$ cat src/rtl/cpu_dbg_pkg.sv
// Shared debug-controller definitions: sequencer state encoding and the datapath word width.
package cpu_dbg_pkg;

    localparam int XLEN    = 32;
    localparam int STATE_W = 2;

    typedef enum logic [STATE_W-1:0] {
        HALT = 2'b00,
        RUN  = 2'b01,
        STEP = 2'b10,
        BRK  = 2'b11
    } cpu_state_e;

endpackage

$ cat src/rtl/btn_debounce.sv
// Pushbutton conditioner: synchroniser, stability counter and rising-edge pulse.
module btn_debounce #(
    parameter int SYNC_STAGES     = 2,
    parameter int DEBOUNCE_CYCLES = 50000
) (
    input  logic clk,
    input  logic rst,
    input  logic raw,
    output logic level,
    output logic rise_pulse
);

    localparam int CNT_W = $clog2(DEBOUNCE_CYCLES + 1);

    logic [SYNC_STAGES-1:0] sync_q, sync_d;
    logic [CNT_W-1:0]       cnt_q, cnt_d;
    logic                   level_q, level_d;
    logic                   pulse_q, pulse_d;
    logic                   synced;

    assign synced = sync_q[SYNC_STAGES-1];

    always_comb begin
        sync_d  = {sync_q[SYNC_STAGES-2:0], raw};
        cnt_d   = '0;
        level_d = level_q;
        // The level only moves after DEBOUNCE_CYCLES back-to-back disagreeing samples.
        if (synced != level_q) begin
            if (cnt_q == CNT_W'(DEBOUNCE_CYCLES - 1)) begin
                level_d = synced;
            end else begin
                cnt_d = cnt_q + 1'b1;
            end
        end
        pulse_d = level_d & ~level_q;
    end

    always_ff @(posedge clk or negedge rst) begin
        if (!rst) begin
            sync_q  <= '0;
            cnt_q   <= '0;
            level_q <= 1'b0;
            pulse_q <= 1'b0;
        end else begin
            sync_q  <= sync_d;
            cnt_q   <= cnt_d;
            level_q <= level_d;
            pulse_q <= pulse_d;
        end
    end

    assign level      = level_q;
    assign rise_pulse = pulse_q;

endmodule

$ cat src/rtl/cpu_step_controller.sv
// Run/halt/single-step clock-enable sequencer for the single-cycle datapath.
// Define CPU_STEP_BREAKPOINT_EN to enable the PC breakpoint and the BRK state.
module cpu_step_controller
    import cpu_dbg_pkg::*;
#(
    parameter int SYNC_STAGES     = 2,
    parameter int DEBOUNCE_CYCLES = 50000,
    parameter int STEP_W          = 8
) (
    input  logic               clk,
    input  logic               rst,
    input  logic               run_req,
    input  logic               step_btn,
    input  logic [STEP_W-1:0]  step_count,
    input  logic [XLEN-1:0]    pc,
    input  logic [XLEN-1:0]    bp_addr,
    input  logic               bp_valid,
    output logic               cpu_en,
    output logic               halted,
    output logic [STATE_W-1:0] state,
    output logic [XLEN-1:0]    retired
);

    logic [1:0]        run_sync_q;
    logic              run_s;
    logic              step_level, step_rise, step_pulse;
    logic              hit;
    logic              en;
    cpu_state_e        state_q, state_d;
    logic [STEP_W-1:0] step_left_q, step_left_d, step_load;
    logic              skip_bp_q, skip_bp_d;
    logic              halted_q, halted_d;
    logic [XLEN-1:0]   retired_q, retired_d;

    btn_debounce #(
        .SYNC_STAGES    (SYNC_STAGES),
        .DEBOUNCE_CYCLES(DEBOUNCE_CYCLES)
    ) u_step_btn (
        .clk       (clk),
        .rst       (rst),
        .raw       (step_btn),
        .level     (step_level),
        .rise_pulse(step_rise)
    );

    assign step_pulse = step_rise & step_level;
    assign run_s      = run_sync_q[1];
    assign step_load  = (step_count == '0) ? STEP_W'(1) : step_count;

`ifdef CPU_STEP_BREAKPOINT_EN
    assign hit = ((state_q == RUN) || (state_q == STEP)) && bp_valid &&
                 (pc == bp_addr) && !skip_bp_q;
`else
    logic unused_bp;
    assign unused_bp = ^{bp_valid, bp_addr, pc, skip_bp_q};
    assign hit       = 1'b0;
`endif

    always_comb begin
        state_d     = state_q;
        step_left_d = step_left_q;
        skip_bp_d   = skip_bp_q;
        en          = 1'b0;
        unique case (state_q)
            HALT: begin
                if (run_s) begin
                    state_d = RUN;
                end else if (step_pulse) begin
                    step_left_d = step_load;
                    state_d     = STEP;
                end
            end
            RUN: begin
                if (hit) begin
                    state_d     = BRK;
                    step_left_d = '0;
                end else if (!run_s) begin
                    state_d = HALT;
                end else begin
                    en = 1'b1;
                end
            end
            STEP: begin
                if (hit) begin
                    state_d     = BRK;
                    step_left_d = '0;
                end else begin
                    en          = 1'b1;
                    step_left_d = step_left_q - 1'b1;
                    if (step_left_q == STEP_W'(1)) state_d = HALT;
                end
            end
            BRK: begin
                // Stepping out of BRK must execute the instruction that tripped the breakpoint.
                if (!run_s) begin
                    state_d = HALT;
                end else if (step_pulse) begin
                    step_left_d = step_load;
                    skip_bp_d   = 1'b1;
                    state_d     = STEP;
                end
            end
        endcase
        if (en) skip_bp_d = 1'b0;
        halted_d  = (state_d == HALT) || (state_d == BRK);
        retired_d = retired_q + XLEN'(en);
    end

    always_ff @(posedge clk or negedge rst) begin
        if (!rst) begin
            run_sync_q  <= '0;
            state_q     <= HALT;
            step_left_q <= '0;
            skip_bp_q   <= 1'b0;
            halted_q    <= 1'b1;
            retired_q   <= '0;
        end else begin
            run_sync_q  <= {run_sync_q[0], run_req};
            state_q     <= state_d;
            step_left_q <= step_left_d;
            skip_bp_q   <= skip_bp_d;
            halted_q    <= halted_d;
            retired_q   <= retired_d;
        end
    end

    assign cpu_en  = en;
    assign halted  = halted_q;
    assign state   = state_q;
    assign retired = retired_q;

endmodule

$ cat config.mk
export PLATFORM = sky130hd
export DESIGN_NAME = cpu_step_controller
export DESIGN_NICKNAME = d
export VERILOG_FILES = /design/src/rtl/cpu_dbg_pkg.sv /design/src/rtl/btn_debounce.sv /design/src/rtl/cpu_step_controller.sv
export SDC_FILE = /design/constraint.sdc
export NUM_CORES = 1
export LEC_CHECK = 0
export CAP_MARGIN = 5
export CORE_AREA = 2 2 94 96
export DETAILED_ROUTE_END_ITERATION = 6
export DIE_AREA = 0 0 96 98
export PLACE_DENSITY = 0.78
export SLEW_MARGIN = 30
export SYNTH_ARGS = -nofsm -noshare
export SYNTH_HDL_FRONTEND = slang
export SYNTH_SLANG_ARGS = --single-unit
$ cat constraint.sdc
create_clock -name clk -period 6.8 [get_ports clk]
set_input_delay 1.36 -clock clk [delete_from_list [all_inputs] [get_ports clk]]
set_output_delay 1.36 -clock clk [all_outputs]
set_load 0.005 [all_outputs]
==> flow_summary.toml <==
[pwr]
peakVddDrop_uv = 137
power.density_nw_per_um2 = 227
p_leak_nw = 1.77

[setup_path]
cpPeakStageDelay_ns = 0.69
cp_num_buf_inv = 2
r2r_slack_ns = 3.22
critical-path-slowest-cell = "ha_1"
critical_path_arrival_ns = 2.55
cp-start-kind = "flip-flop"
cp_cell_sequence = "inv_1, ha_1, a21oi_1, nor2b_1, clkdlybuf4s50_1"
worstPathRequired_ns = 5.44
end_kind = "output pin"
worstSetupPathType = "flip-flop to output pin"
critical_path.max_fanout = 25
critPathTopFamily = "buffers and inverters"

[timing]
setup_tns_ns = 0
hold_ws_ns = 0.357
worstMarginPinSlew_ns = 0.797
skew_ns = 0.00467
slew_viol_final = 0
fin_crit_ns = 3.91
rsz0062_at_grt = "false"
setup_viol = 0
fmax_mhz = 256
hold_viol = 0
finalCritPeriodShare_pct = 57.5
setup_slack_ns = 2.89
max-slew-margin-rel_pct = 46.9

[run_status]
status = "complete, no violations"

[synthesis]
ys_seq_area_share_pct = 49.8
netlist.area_leader.share_pct = 49.0
synth_seq_cells = 65
ys_types = 45
synthArstFlopShare_pct = 100
syn_nets = 403
syn-mean-instance-area_um2 = 10.3
synth_edf_count = 0
yosysWarningCount = 0
netlist_instances = 316
synth.area.top_cells = "dfrtp_1 (49%), xor2_1 (6.2%), xnor2_1 (5.1%), ha_1 (3.8%), nor2_1 (3.4%)"
synth_ff_type = "dfrtp_1"
synthesis.area_um2 = 3270
synth_top_area_cell = "dfrtp_1"

[cts]
clkLatencyLatePin_ns = 0.33
post_cts_buffers = 0
hold_buffers = 0
htreeDepth = 3
cts.path.max_buffers = 2
cts.clk_slew.worst_paths_ns = 0.06
cts_tree = "done"
cts_resized = 0
clkSinkCount = 65
clock-root-buffer = "clkbuf_8"
cts_made_buffers = 9

[die]
core_um2 = 8470
dieArea_um2 = 9410
pin_count = 113
chipWidth_um = 96
initial_core_util_pct = 38.6
die_h_um = 98
placementRows = 34

[flow_run]
cap_violations = 0

[finish]
nNetsFinal = 452
layout_common_cells = "dfrtp_1 (64), clkdlybuf4s50_1 (46), nor2_1 (30)"
finalInstanceArea_um2 = 4030
syn2layout_area_growth_pct = 23.4
mostFrequentLayoutCell = "dfrtp_1"
drive_above_1_share_pct = 7.86
antenna_cells = 0
final_core_util_pct = 47.6
fillCellCount = 764

[global_route]
grt-ovfl-total = 0
grt_pass1_vias = 2408
grt_max_degree = 66
grt_antenna_before_repair = 0
grt_pass1_wl_mm = 11.3
grt.total_usage_pct = 15.2

[min_path]
min_path_type = "flip-flop to flip-flop"

[route]
drtIter0Drc = 76
detail_route.wl_per_cell_um = 13.5
viasPerCell = 5.26
routed_wl_mm = 6.44
ant_nets = 0
num_vias = 2510
drc = 0
dr.pass1.iters = 4

[place]
pre_cts_slack_ns = 3.17
place.gp.congestion = 0.748
post_dp_cell_area_um2 = 3820
hpwlAfterDp_mm = 4.53
port_buffers = 47
[cell families (layout without fill, tap and decap cells)]
logic type	count (synthesis)	in the layout	share of synthesized area, %
AO/OA/AOI/OAI	36	36	7.35
adder cells (fa/ha/maj)	10	10	3.83
flip-flops	65	65	49.8
buffers and inverters	22	75	3.03
AND/OR/NAND/NOR	137	137	23.4
multiplexers	4	4	1.30
XOR/XNOR	42	42	11.3
[flip-flops by register name (all words and copies together), names as in the netlist, 2 cells and up]
signal and flops:
retired 32, step_left_q 8, state 2, u_step_btn.sync_q 2
run_sync_q 2, u_step_btn.cnt_q 16
[where the power goes]
group | leakage (nW) | total (W) | switching (W) | internal [W]
clock network | 0.106 | 0.000350 | 0.000136 | 0.000214
registers | 0.876 | 0.000442 | 0.0000309 | 0.000411
logic | 0.783 | 0.000122 | 0.0000534 | 0.0000690
[cell usage after synthesis, types with 3 or more instances]
cell type   n
o22a_1      9
xor2_1     23
nand3_1    16
clkbuf_1    6
or4_1       5
nand4_1     8
inv_1      12
nor3_1     12
nor2_1     30
a21oi_1    13
o21ai_0     5
and3_2      3
dfrtp_1    64
xnor2_1    19
ha_1       10
nand2_1    27
and3_1      3
or3_1       5
nor4_1      8
[layout make-up]
cell class	count	area [µm²]	area share (%)
inverters	12	45.0	1.12
clock buffers	12	145	3.60
clock inverters	3	65.1	1.61
repair buffers	48	473	11.7
well taps	108	135	3.35
flip-flops and latches	65	1630	40.4
multi-input cells	229	1540	38.2
[per-layer routing]
| metal | global-route usage [%] | up-vias | share of wire, % |
|---|---|---|---|
| met3 | 3.09 | 9 | 3.6 |
| met5 | 0 | - | 0 |
| met4 | 6.92 | 0 | 1.7 |
| met2 | 24.3 | 50 | 49 |
| met1 | 19.8 | 1241 | 46 |
| li1 | - | 1210 | - |
[metrics by stage]
step           std cells  total power [W]
2_1_floorplan        316         0.000499
3_3_place_gp         462         0.000570
3_5_place_dp         462         0.000575
4_1_cts              477         0.000929
5_1_grt              477         0.000964
6_report             477         0.000915
[final timing paths]
check / start / to / cells past startpoint
max in group asynchronous: rst / state[1] / 2
min reg2reg: u_step_btn.sync_q[0] / u_step_btn.sync_q[1] / 0
max: state[0] / cpu_en / 5
min: u_step_btn.sync_q[0] / u_step_btn.sync_q[1] / 0
min in group asynchronous: rst / u_step_btn.cnt_q[14] / 2
max reg2reg: state[0] / retired[28] / 10
Power figures use the tool's default switching activity.
